==> src/rtl/cpu_ctrl_pkg.sv <==
`default_nettype none
// ============================================================================
//  Module   : cpu_ctrl_pkg
//  Purpose  : Shared pipeline-control constants: stage indices, default
//             stage count and the pipe_ctrl FSM state encoding.
//  Revision : 1.0 - initial release
// ============================================================================
package cpu_ctrl_pkg;

  // Pipeline depth and stage indices (0 is the youngest stage)
  localparam int c_nstage_default = 6;
  localparam int c_stage_pc       = 0;
  localparam int c_stage_if       = 1;
  localparam int c_stage_id       = 2;
  localparam int c_stage_ex       = 3;
  localparam int c_stage_mem      = 4;
  localparam int c_stage_wb       = 5;

  // pipe_ctrl FSM encoding
  localparam logic [1:0] c_st_run   = 2'd0;
  localparam logic [1:0] c_st_hold  = 2'd1;
  localparam logic [1:0] c_st_flush = 2'd2;

endpackage : cpu_ctrl_pkg
`default_nettype wire

==> src/rtl/stall_therm.sv <==
`default_nettype none
// ============================================================================
//  Module   : stall_therm
//  Purpose  : Priority-encode the highest set request bit k and expand it to
//             a thermometer mask with bits [k:0] set; no request -> all 0.
//  Revision : 1.0 - initial release
// ============================================================================
module stall_therm
  import cpu_ctrl_pkg::*;
#(
  parameter int NSTAGE = c_nstage_default
) (
  input  logic [NSTAGE-1:0] req,
  output logic [NSTAGE-1:0] therm
);

  logic w_acc;

  // Scan from the oldest stage down: once any older stage stalls, every
  // younger stage behind it must stall too.
  always_comb begin
    w_acc = 1'b0;
    therm = '0;
    for (int i = NSTAGE - 1; i >= 0; i--) begin
      w_acc    = w_acc | req[i];
      therm[i] = w_acc;
    end
  end

endmodule : stall_therm
`default_nettype wire

==> src/rtl/pipe_ctrl.sv <==
`default_nettype none
// ============================================================================
//  Module   : pipe_ctrl
//  Purpose  : Pipeline stall/flush controller with a fixed-length internal
//             hold (multi-cycle EX op), registered redirect pulse and a
//             consecutive-stall watchdog.
//  Revision : 1.0 - initial release
// ============================================================================
module pipe_ctrl
  import cpu_ctrl_pkg::*;
#(
  parameter int NSTAGE     = c_nstage_default,
  parameter int HOLD_STAGE = c_stage_ex,
  parameter int CW         = 6,
  parameter int TIMEOUT    = 1023
) (
  input  logic              clk,
  input  logic              resetn,
  input  logic [NSTAGE-1:0] stall_req,
  input  logic              flush_req,
  input  logic [31:0]       flush_pc,
  input  logic              hold_start,
  input  logic [CW-1:0]     hold_len,
  input  logic              timeout_clr,
  output logic [NSTAGE-1:0] stall,
  output logic              flush,
  output logic [31:0]       new_pc,
  output logic              hold_busy,
  output logic              stall_timeout
);

  localparam int              c_wdw    = $clog2(TIMEOUT + 1);
  localparam logic [c_wdw-1:0] c_wd_max = c_wdw'(TIMEOUT);

  logic [1:0]        r_state;
  logic [1:0]        w_state_nx;
  logic [CW-1:0]     r_hold_cnt;
  logic [CW-1:0]     w_hold_cnt_nx;
  logic [31:0]       r_new_pc;
  logic [c_wdw-1:0]  r_wd_cnt;
  logic [c_wdw-1:0]  w_wd_cnt_nx;
  logic              r_timeout;
  logic              w_in_flush;
  logic              w_in_hold;
  logic [NSTAGE-1:0] w_hold_bit;
  logic [NSTAGE-1:0] w_src;
  logic [NSTAGE-1:0] w_therm;

  // FSM state register
  always_ff @(posedge clk or negedge resetn) begin
    if (!resetn) r_state <= c_st_run;
    else         r_state <= w_state_nx;
  end

  // FSM next state and hold-counter next value; a flush request always wins
  always_comb begin
    w_state_nx    = r_state;
    w_hold_cnt_nx = r_hold_cnt;
    case (r_state)
      c_st_run: begin
        if (flush_req) begin
          w_state_nx    = c_st_flush;
          w_hold_cnt_nx = '0;
        end else if (hold_start && (hold_len != '0)) begin
          w_state_nx    = c_st_hold;
          w_hold_cnt_nx = hold_len;
        end
      end
      c_st_hold: begin
        if (flush_req) begin
          w_state_nx    = c_st_flush;
          w_hold_cnt_nx = '0;
        end else begin
          w_hold_cnt_nx = r_hold_cnt - 1'b1;
          if (r_hold_cnt <= CW'(1)) w_state_nx = c_st_run;
        end
      end
      c_st_flush: begin
        w_hold_cnt_nx = '0;
        w_state_nx    = flush_req ? c_st_flush : c_st_run;
      end
      default: begin
        w_state_nx    = c_st_run;
        w_hold_cnt_nx = '0;
      end
    endcase
  end

  // FSM outputs decoded from the current state
  always_comb begin
    w_in_flush = (r_state == c_st_flush);
    w_in_hold  = (r_state == c_st_hold);
  end

  // Hold counter
  always_ff @(posedge clk or negedge resetn) begin
    if (!resetn) r_hold_cnt <= '0;
    else         r_hold_cnt <= w_hold_cnt_nx;
  end

  // Redirect target, captured with every flush request and held otherwise
  always_ff @(posedge clk or negedge resetn) begin
    if (!resetn)        r_new_pc <= '0;
    else if (flush_req) r_new_pc <= flush_pc;
  end

  // Stall sources: external requests (stage 0 cannot request) plus the hold
  always_comb begin
    w_hold_bit = w_in_hold ? (NSTAGE'(1) << HOLD_STAGE) : '0;
    w_src      = (stall_req & ~NSTAGE'(1)) | w_hold_bit;
  end

  stall_therm #(
    .NSTAGE (NSTAGE)
  ) u_stall_therm (
    .req   (w_src),
    .therm (w_therm)
  );

  // Flush cycles and reset override every stall source
  always_comb begin
    stall = (resetn && !w_in_flush) ? w_therm : '0;
  end

  // Watchdog next count: saturating run length of stalled cycles
  always_comb begin
    if (|stall) w_wd_cnt_nx = (r_wd_cnt == c_wd_max) ? r_wd_cnt : r_wd_cnt + 1'b1;
    else        w_wd_cnt_nx = '0;
  end

  // Watchdog counter and sticky flag; clear beats a same-cycle set
  always_ff @(posedge clk or negedge resetn) begin
    if (!resetn) begin
      r_wd_cnt  <= '0;
      r_timeout <= 1'b0;
    end else begin
      r_wd_cnt <= w_wd_cnt_nx;
      if (timeout_clr)                   r_timeout <= 1'b0;
      else if (w_wd_cnt_nx == c_wd_max)  r_timeout <= 1'b1;
    end
  end

  assign flush         = w_in_flush;
  assign hold_busy     = w_in_hold;
  assign new_pc        = r_new_pc;
  assign stall_timeout = r_timeout;

endmodule : pipe_ctrl
`default_nettype wire

==> config.mk <==
export PLATFORM = sky130hd
export DESIGN_NAME = pipe_ctrl
export DESIGN_NICKNAME = d
export VERILOG_FILES = /design/src/rtl/cpu_ctrl_pkg.sv /design/src/rtl/stall_therm.sv /design/src/rtl/pipe_ctrl.sv
export SDC_FILE = /design/constraint.sdc
export NUM_CORES = 1
export LEC_CHECK = 0
export ABC_CLOCK_PERIOD_IN_PS = 4520
export BUFFER_PORTS_ARGS = -buffer_cell sky130_fd_sc_hd__buf_4
export CAP_MARGIN = 25
export CORE_MARGIN = 2
export CORE_UTILIZATION = 50
export DETAILED_ROUTE_END_ITERATION = 8
export GPL_TIMING_DRIVEN = 0
export PLACE_DENSITY = 0.81
export SYNTH_ARGS = -nofsm -noshare
export SYNTH_HDL_FRONTEND = slang
export SYNTH_SLANG_ARGS = --single-unit
export TNS_END_PERCENT = 5
==> constraint.sdc <==
create_clock -name clk -period 4.52 [get_ports clk]
set_input_delay 0.452 -clock clk [delete_from_list [all_inputs] [get_ports clk]]
set_output_delay 0.452 -clock clk [all_outputs]
set_load 0.05 [all_outputs]
# Word-level counts from Yosys, hierarchy flattened
# Cells that the tools add are included.
dict set report word_totals {
  regBits 51
  output_inout_bits 41
}
dict set report op_classes {
  bitwise_logic 6
  eq_ne 6
  mux 16
  magnitude_cmp 1
  add_sub_neg 2
  n_reduce_logical 8
}
# op n
set ops {}
lappend ops {{$mux W6} 4}
lappend ops {{$eq A10 B10 Y1 const B} 2}
lappend ops {{$mux W10} 2}
lappend ops {{$pmux W6 S2} 1}
lappend ops {{$add A10 B1 Y10 const B} 1}
lappend ops {{$mux W2} 5}
lappend ops {{$le A6 B1 Y1 const B} 1}
lappend ops {{$or A6 B4 Y6} 1}
lappend ops {{$pmux W2 S3} 1}
lappend ops {{$reduce_bool A6 Y1} 1}
lappend ops {{$reduce_or A6 Y1} 1}
lappend ops {{$sub A6 B1 Y6 const B} 1}
lappend ops {{$or A1 B1 Y1} 5}
lappend ops {{$mux W4} 1}
lappend ops {{$ne A3 B2 Y1 const B} 1}
lappend ops {{$ne A3 B3 Y1 const B} 1}
lappend ops {{$eq A2 B1 Y1 const B} 1}
lappend ops {{$eq A2 B2 Y1 const B} 1}
lappend ops {{$logic_and A1 B1 Y1} 2}
lappend ops {{$logic_not A2 Y1} 1}
lappend ops {{$mux W1} 2}
lappend ops {{$reduce_and A2 Y1} 1}
lappend ops {{$reduce_bool A2 Y1} 1}
lappend ops {{$logic_not A1 Y1} 1}

# Logic depth before layout (Yosys ltp)
# Gate-level depths: netlist of the first run.
dict set report depth {
  word_depth 14
  depth_mapped 7
}

# By module
# From an unflattened synthesis of the first run, not the netlist that was laid out.
dict set report hier_totals {
  hier_cells 218
  hier_area_um2 2493.6
}
# mod cells_each instances area_each_um2
set modules_own_cells {}
lappend modules_own_cells {pipe_ctrl 211 1 2441.1}
lappend modules_own_cells {stall_therm 7 1 52.6}

# Worst setup path after synthesis of the first run
# Ideal clock, no wire load.
dict set report synth_path {
  path_kind {reg2out}
  from {register r_state[1]}
  to {output port stall[1]}
  path_stages_with_launch 8
  arrival_time_ns 2.494
  path_slack_ns 1.574
  path_cell_list {dfrtp_1 -> inv_1 -> ha_1 -> or4_1 -> o311ai_2 -> buf_2 -> inv_1 -> buf_4}
}
dict set report synth_via {
  elab_chain_len 7
}
# item line
set synth_lines {}
lappend synth_lines {{from (decl)} pipe_ctrl.sv:35} ;# logic [1:0] r_state;
lappend synth_lines {{from (signal assigned)} pipe_ctrl.sv:51} ;# if (!resetn) r_state <= c_st_run;
lappend synth_lines {{from (signal assigned)} pipe_ctrl.sv:52} ;# else r_state <= w_state_nx;
lappend synth_lines {{$eq A2 B1 Y1} pipe_ctrl.sv:92} ;# w_in_hold = (r_state == c_st_hold);
lappend synth_lines {{net hold_busy} pipe_ctrl.sv:28} ;# output logic hold_busy,
lappend synth_lines {{$mux W4} pipe_ctrl.sv:109} ;# w_hold_bit = w_in_hold ? (NSTAGE'(1) << HOLD_STAGE) : '0;
lappend synth_lines {{$or A6 B4 Y6} pipe_ctrl.sv:110} ;# w_src = (stall_req & ~NSTAGE'(1)) | w_hold_bit;
lappend synth_lines {{$or A1 B1 Y1 (3 in a row)} stall_therm.sv:25} ;# w_acc = w_acc | req[i];
lappend synth_lines {{$mux W6} pipe_ctrl.sv:122} ;# stall = (resetn && !w_in_flush) ? w_therm : '0;
lappend synth_lines {{to (decl)} pipe_ctrl.sv:25} ;# output logic [NSTAGE-1:0] stall,
# The timed path passes the listed nets, and every way through them passes these cells.

# Worst setup path after layout of the first run
dict set report layout_path {
  from {register r_state[1]}
  to {output port stall[1]}
}
dict set report layout_via {
  elab_chain_len 7
}
# item line
set layout_lines {}
lappend layout_lines {{$eq A2 B1 Y1} pipe_ctrl.sv:92}
lappend layout_lines {{$mux W4} pipe_ctrl.sv:109}
lappend layout_lines {{$or A6 B4 Y6} pipe_ctrl.sv:110}
lappend layout_lines {{$or A1 B1 Y1 (3 in a row)} stall_therm.sv:25}
lappend layout_lines {{$mux W6 *} pipe_ctrl.sv:122}
# Every way passes the cells marked *; elsewhere a longest branch is shown, timed or not.

==> results of run 1 <==
-- cells in the mapped netlist (2+ instances only) --
cell,number
a21oi_1,10
nor3_1,7
mux2_2,32
nand3_1,3
o21ai_0,6
nand2_1,12
o21ai_1,5
inv_1,11
or3_1,3
a22oi_1,2
ha_1,7
and3_1,3
clkbuf_1,4
a211oi_1,2
nand2b_1,2
buf_2,3
nor2_1,17
mux2i_1,2
a31oi_1,2
dfrtp_1,51
or4_1,2
nor2b_1,2
a2bb2oi_1,2
xnor2_1,4
-- final timing paths --
path,startpoint,depth (start not counted),slack (ns),end
min,resetn,1,0.17,r_wd_cnt[6]
max in group asynchronous,resetn,1,3.91,r_wd_cnt[9]
max reg2reg,r_state[1],6,2.34,r_wd_cnt[7]
min reg2reg,new_pc[23],1,0.51,new_pc[23]
min in group clk,timeout_clr,2,0.32,stall_timeout
max,r_state[1],8,1.41,stall[1]
-- stage by stage --
step / cells / utilization [%]
floorplan: 218 / -
global placement: 373 / 67.9
detailed placement: 373 / 67.9
CTS: 380 / 70.1
global route: 380 / 70.1
finish: 380 / 70.1
-- cell families (layout without fill, tap and decap cells) --
| kind of cell | after synthesis | count (layout) | synth area share (%) |
|---|---|---|---|
| xor gates and xnor gates | 5 | 5 | 1.76 |
| AOI/OAI and AO/OA | 37 | 37 | 10.3 |
| DFF | 51 | 51 | 51.4 |
| and+or+nand+nor | 65 | 65 | 14.5 |
| muxes | 34 | 34 | 15.3 |
| adders and majority gates | 7 | 7 | 3.53 |
| buffers and inverters | 19 | 114 | 3.17 |
-- worst max-delay path: stages, from the launching register on --
cell and delay (ns):
dfrtp_1 0.40, inv_1 0.08, ha_1 0.26, or4_1 0.60
o311ai_2 0.34, buf_2 0.29, inv_1 0.08, buf_4 0.13
buf_4 0.18
-- flip-flops by register name, indices dropped and copies added, names as in the netlist --
signal and cells:
r_hold_cnt 6, r_state 2, r_wd_cnt 10, new_pc 32
stall_timeout 1
-- layout make-up --
class / count / area [um^2] / area share, %
sequential: 51 / 1280 / 38.3
multi-input combinational: 148 / 1130 / 33.8
timing repair buffer: 88 / 661 / 19.8
tap: 67 / 83.8 / 2.51
clock buffer: 5 / 68.8 / 2.06
inverter: 11 / 41.3 / 1.24
clock inverter: 2 / 37.5 / 1.13
buffer: 8 / 37.5 / 1.13
-- layer usage --
layer,GRT usage [%],vias to the layer above,wire [um]
met5,0,-,0
met1,27.0,949,2320
li1,-,967,-
met4,7.94,0,127
met3,7.72,11,498
met2,35.3,77,2710
-- power groups by stage --
stage | Sequential, mW | Clock, mW | Combinational (mW)
3_5_place_dp | 0.582 | 0 | 0.619
3_3_place_gp | 0.578 | 0 | 0.608
6_report | 0.574 | 0.314 | 0.622
4_1_cts | 0.573 | 0.317 | 0.623
5_1_grt | 0.581 | 0.335 | 0.670
2_1_floorplan | 0.674 | 0 | 0.337
-- cell usage in the layout (no fill, tap or decap), types with 3 or more instances in the layout --
master and count:
a21oi_1 10, and3_1 3, buf_2 3, buf_4 89, clkbuf_1 4, clkbuf_8 5, dfrtp_1 51, ha_1 7
inv_1 11, mux2_2 32, nand2_1 12, nand3_1 3, nor2_1 17, nor3_1 7, o21ai_0 6, o21ai_1 5
or3_1 3, xnor2_1 4
==> flow_summary.json, run 1 <==
{
  "fp.coreArea_um2": 4750,
  "tns_ns": 0,
  "h-tree-depth": 2,
  "grt_pass1_wl_mm": 9.23,
  "netSwitchingPower_mw": 0.594,
  "syn_avg_cell_area_um2": 11.4,
  "die_w_um": 74.5,
  "synthTopCellsByArea": "dfrtp_1 (51%), mux2_2 (15%), ha_1 (3.5%)",
  "critical_path_arrival_ns": 2.66,
  "cp_max_fo": 10,
  "period_minus_slack_ns": 3.11,
  "clkSlewWorstSetupHoldPaths_ns": 0.09,
  "hold_viol": 0,
  "grt-ovfl-total": 0,
  "cts-root-buf": "clkbuf_8",
  "fillerInstances": 390,
  "holdBufCountCts": 0,
  "status": "completed",
  "grt_usage_pct": 21.8,
  "worst_slack_ns": 1.41,
  "hold_slack_ns": 0.169,
  "synth_warnings": 0,
  "routed_via_density": 5.27,
  "clock_skew_ns": 0.00242,
  "drive_gt1_share_pct": 45.0,
  "period_share_pct": 68.9,
  "dp_slack_ns": 1.73,
  "rsz0062_at_grt": "no",
  "syn-instance-count": 218,
  "slew_viol_final": 0,
  "internal-power_mw": 0.916,
  "area_growth_pct": 34.3,
  "start_util_pct": 52.2,
  "ys_types": 48,
  "antenna_found_initial": 0,
  "power_leakage_nw": 1.55,
  "diodes": 0,
  "end_kind": "output port",
  "worstMarginPinSlew_ns": 0.655,
  "pin_count": 90,
  "switching_share_pct": 39.4,
  "synth_edf_count": 0,
  "dr.pass1.iters": 4,
  "num_vias": 2004,
  "gp_congestion": 0.851,
  "drtIter0Drc": 142,
  "numCtsBuffers": 5,
  "critPathKind": "register to output port",
  "synth_ff_type": "dfrtp_1",
  "synth.net_count": 274,
  "clk_latency_ns": 0.30,
  "hpwlAfterDp_mm": 4.23,
  "io_buffers": 88,
  "drt-total-wl_mm": 5.65,
  "crit_path_start_kind": "register",
  "placed_area_um2": 3230,
  "post_cts_buffers": 0,
  "min_path_type": "input pin to async pin",
  "comb_power_share_pct": 41.2,
  "slew_headroom_pct": 56.3,
  "post_drt_wl_per_cell_um": 14.9,
  "ir_worst_vdd_mv": 0.295,
  "layout.nets": 369,
  "synth_top_area_share_pct": 51.4,
  "fmax_ghz": 0.321,
  "synth-async-reset-ratio_pct": 100,
  "clockBufferDepth": 2,
  "total_power_mw": 1.51,
  "cp.required_ns": 4.07,
  "yosys.area.top_type": "dfrtp_1",
  "cts_tree": "built",
  "die_y_um": 74.5,
  "setup_viol": 0,
  "clock_power_share_pct": 20.8,
  "power-per-cell-area_nw_per_um2": 453,
  "fin_area_um2": 3330,
  "cts_resized": 0,
  "cts_sinks": 51,
  "pwr-share-seq_pct": 38.0,
  "maxCapViolCount": 0,
  "syn_area_um2": 2480,
  "ys_seq_elements": 51,
  "grt_pass1_vias": 2082,
  "drc": 0,
  "die_area_um2": 5550,
  "rows": 25,
  "ant_nets": 0,
  "grt_max_degree": 56,
  "synth-seq-area-share_pct": 51.4
}
(Power assumes the default switching activity.)
==> inputs of run 2 (changes only) <==
--- a/config.mk
+++ b/config.mk
@@ -5,14 +5,14 @@
 export SDC_FILE = /design/constraint.sdc
 export NUM_CORES = 1
 export LEC_CHECK = 0
-export ABC_CLOCK_PERIOD_IN_PS = 4520
+export ABC_CLOCK_PERIOD_IN_PS = 3250
 export BUFFER_PORTS_ARGS = -buffer_cell sky130_fd_sc_hd__buf_4
 export CAP_MARGIN = 25
 export CORE_MARGIN = 2
-export CORE_UTILIZATION = 50
+export CORE_UTILIZATION = 49
 export DETAILED_ROUTE_END_ITERATION = 8
 export GPL_TIMING_DRIVEN = 0
-export PLACE_DENSITY = 0.81
+export PLACE_DENSITY = 0.79
 export SYNTH_ARGS = -nofsm -noshare
 export SYNTH_HDL_FRONTEND = slang
 export SYNTH_SLANG_ARGS = --single-unit
==> constraint.sdc (replaced) <==
create_clock -name clk -period 3.25 [get_ports clk]
set_input_delay 0.325 -clock clk [delete_from_list [all_inputs] [get_ports clk]]
set_output_delay 0.325 -clock clk [all_outputs]
set_load 0.05 [all_outputs]
==> run 2 against run 1 <==
  * Register-to-register slack got worse by 1.4 ns
  * Count of clock-buffer cells in the layout rose by 1
  * Sequential power rose by 40%
  * Clock power rose by 19%
  * Non-clock buffer count did not move
  * Largest cell class unchanged
  * Highest routed layer unchanged
==> flow_summary.json, run 2 (synthesis gave the netlist of run 1 again) <==
{
  "critPathKind": "register to output port",
  "slew_headroom_pct": 55.1,
  "clock_skew_ns": 0.00238,
  "crit_path_start_kind": "register",
  "start_util_pct": 51.6,
  "hpwlAfterDp_mm": 4.35,
  "final_common_cell": "buf_4",
  "cts_tree": "built",
  "hold_slack_ns": 0.0457,
  "routed_via_density": 5.28,
  "critical_path_arrival_ns": 2.76,
  "antenna_found_initial": 0,
  "maxCapViolCount": 0,
  "gp_congestion": 0.920,
  "cts_resized": 0,
  "rsz0062_at_grt": "no",
  "fp.coreArea_um2": 4820,
  "setup_viol": 0,
  "fmax_ghz": 0.324,
  "grt_usage_pct": 22.0,
  "rr_endpoint": "r_wd_cnt[6]",
  "period_minus_slack_ns": 3.09,
  "h-tree-depth": 2,
  "status": "completed",
  "rows": 25,
  "ant_nets": 0,
  "power-per-cell-area_nw_per_um2": 612,
  "post_cts_buffers": 0,
  "fillerInstances": 408,
  "clockBufferDepth": 2,
  "cp_max_fo": 10,
  "r2r_start": "r_state[1]",
  "drive_gt1_share_pct": 44.9,
  "cts_sinks": 51,
  "numCtsBuffers": 5,
  "grt_pass1_vias": 2119,
  "rr_worst_depth": 6,
  "drtIter0Drc": 106,
  "grt_pass1_wl_mm": 9.49,
  "period_share_pct": 94.9,
  "cp.required_ns": 2.92,
  "layout.nets": 369,
  "setup.worst_path.start": "r_state[1]",
  "min_path_type": "input pin to async pin",
  "grt_max_degree": 56,
  "slew_viol_final": 0,
  "num_vias": 2011,
  "tns_ns": 0,
  "largest_reg_flops": 32,
  "die_w_um": 75.2,
  "die_y_um": 75.2,
  "clkSlewWorstSetupHoldPaths_ns": 0.10,
  "end_kind": "output port",
  "post_drt_wl_per_cell_um": 14.7,
  "ir_worst_vdd_mv": 0.377,
  "reg2reg_slack_ns": 0.98,
  "power_leakage_nw": 1.54,
  "area_growth_pct": 33.6,
  "clk_latency_ns": 0.30,
  "io_buffers": 88,
  "diodes": 0,
  "dr.pass1.iters": 4,
  "die_area_um2": 5650,
  "worstMarginPinSlew_ns": 0.673,
  "layout_common_cells": "buf_4 (89), dfrtp_1 (51), mux2_2 (32)",
  "drc": 0,
  "drt-total-wl_mm": 5.61,
  "pin_count": 90,
  "holdBufCountCts": 0,
  "grt-ovfl-total": 0,
  "cts-root-buf": "clkbuf_8",
  "hold_viol": 0
}
[run 2: cell count changes in the layout (fill, tap and decap cells not counted)]
| cell | previous run | this run |
|---|---|---|
| bufinv_16 | 1 | 0 |
| clkbuf_1 | 4 | 5 |
| inv_6 | 0 | 1 |
[run 2: worst max path at each step]
stage,end,slack (ns),depth (start not counted)
2_1_floorplan,stall[1],0.43,7
3_3_place_gp,stall[1],0.52,8
3_5_place_dp,stall[1],0.51,8
4_1_cts,stall[1],0.14,8
5_1_grt,stall[1],0.007,8
6_report,stall[1],0.16,8
[run 2: final cells by class]
type,count,area [um^2],share of cell area [%]
buffer,8,37.5,1.13
clock buffer,6,72.6,2.19
clock inverter,2,16.3,0.490
inverter,11,41.3,1.24
multi-input combinational,148,1130,34.0
sequential,51,1280,38.5
tap,67,83.8,2.53
timing repair buffer,88,661,19.9
[run 2: metal layers]
metal	part of all wire, %	track usage (%)	up-vias
met1	40	26.0	971
met4	1.7	7.80	0
met3	8.3	7.50	9
met5	0	0	-
met2	50	37.5	64
li1	-	-	967
[run 2: power by group]
group          leakage [nW]  internal, mW  switching, mW
clock network        0.0418         0.155          0.220
registers             0.632         0.721         0.0794
logic                 0.865         0.327          0.528
[run 2: through the flow]
step	util [%]	worst slack [ns]	std cells	instance area [um^2]	power, mW
3_5_place_dp	67.0	0.506	373	3230	1.67
5_1_grt	68.9	0.00667	381	3320	2.15
3_3_place_gp	67.0	0.522	373	3230	1.65
4_1_cts	68.9	0.140	381	3320	2.05
2_1_floorplan	-	0.431	218	2480	1.41
6_report	68.9	0.165	381	3320	2.03
[run 2: worst max-delay path, stage by stage (launching register included)]
cell and delay [ns]:
dfrtp_1 0.42, inv_1 0.08, ha_1 0.27, or4_1 0.63
o311ai_2 0.38, buf_2 0.29, inv_1 0.08, buf_4 0.13
buf_4 0.18
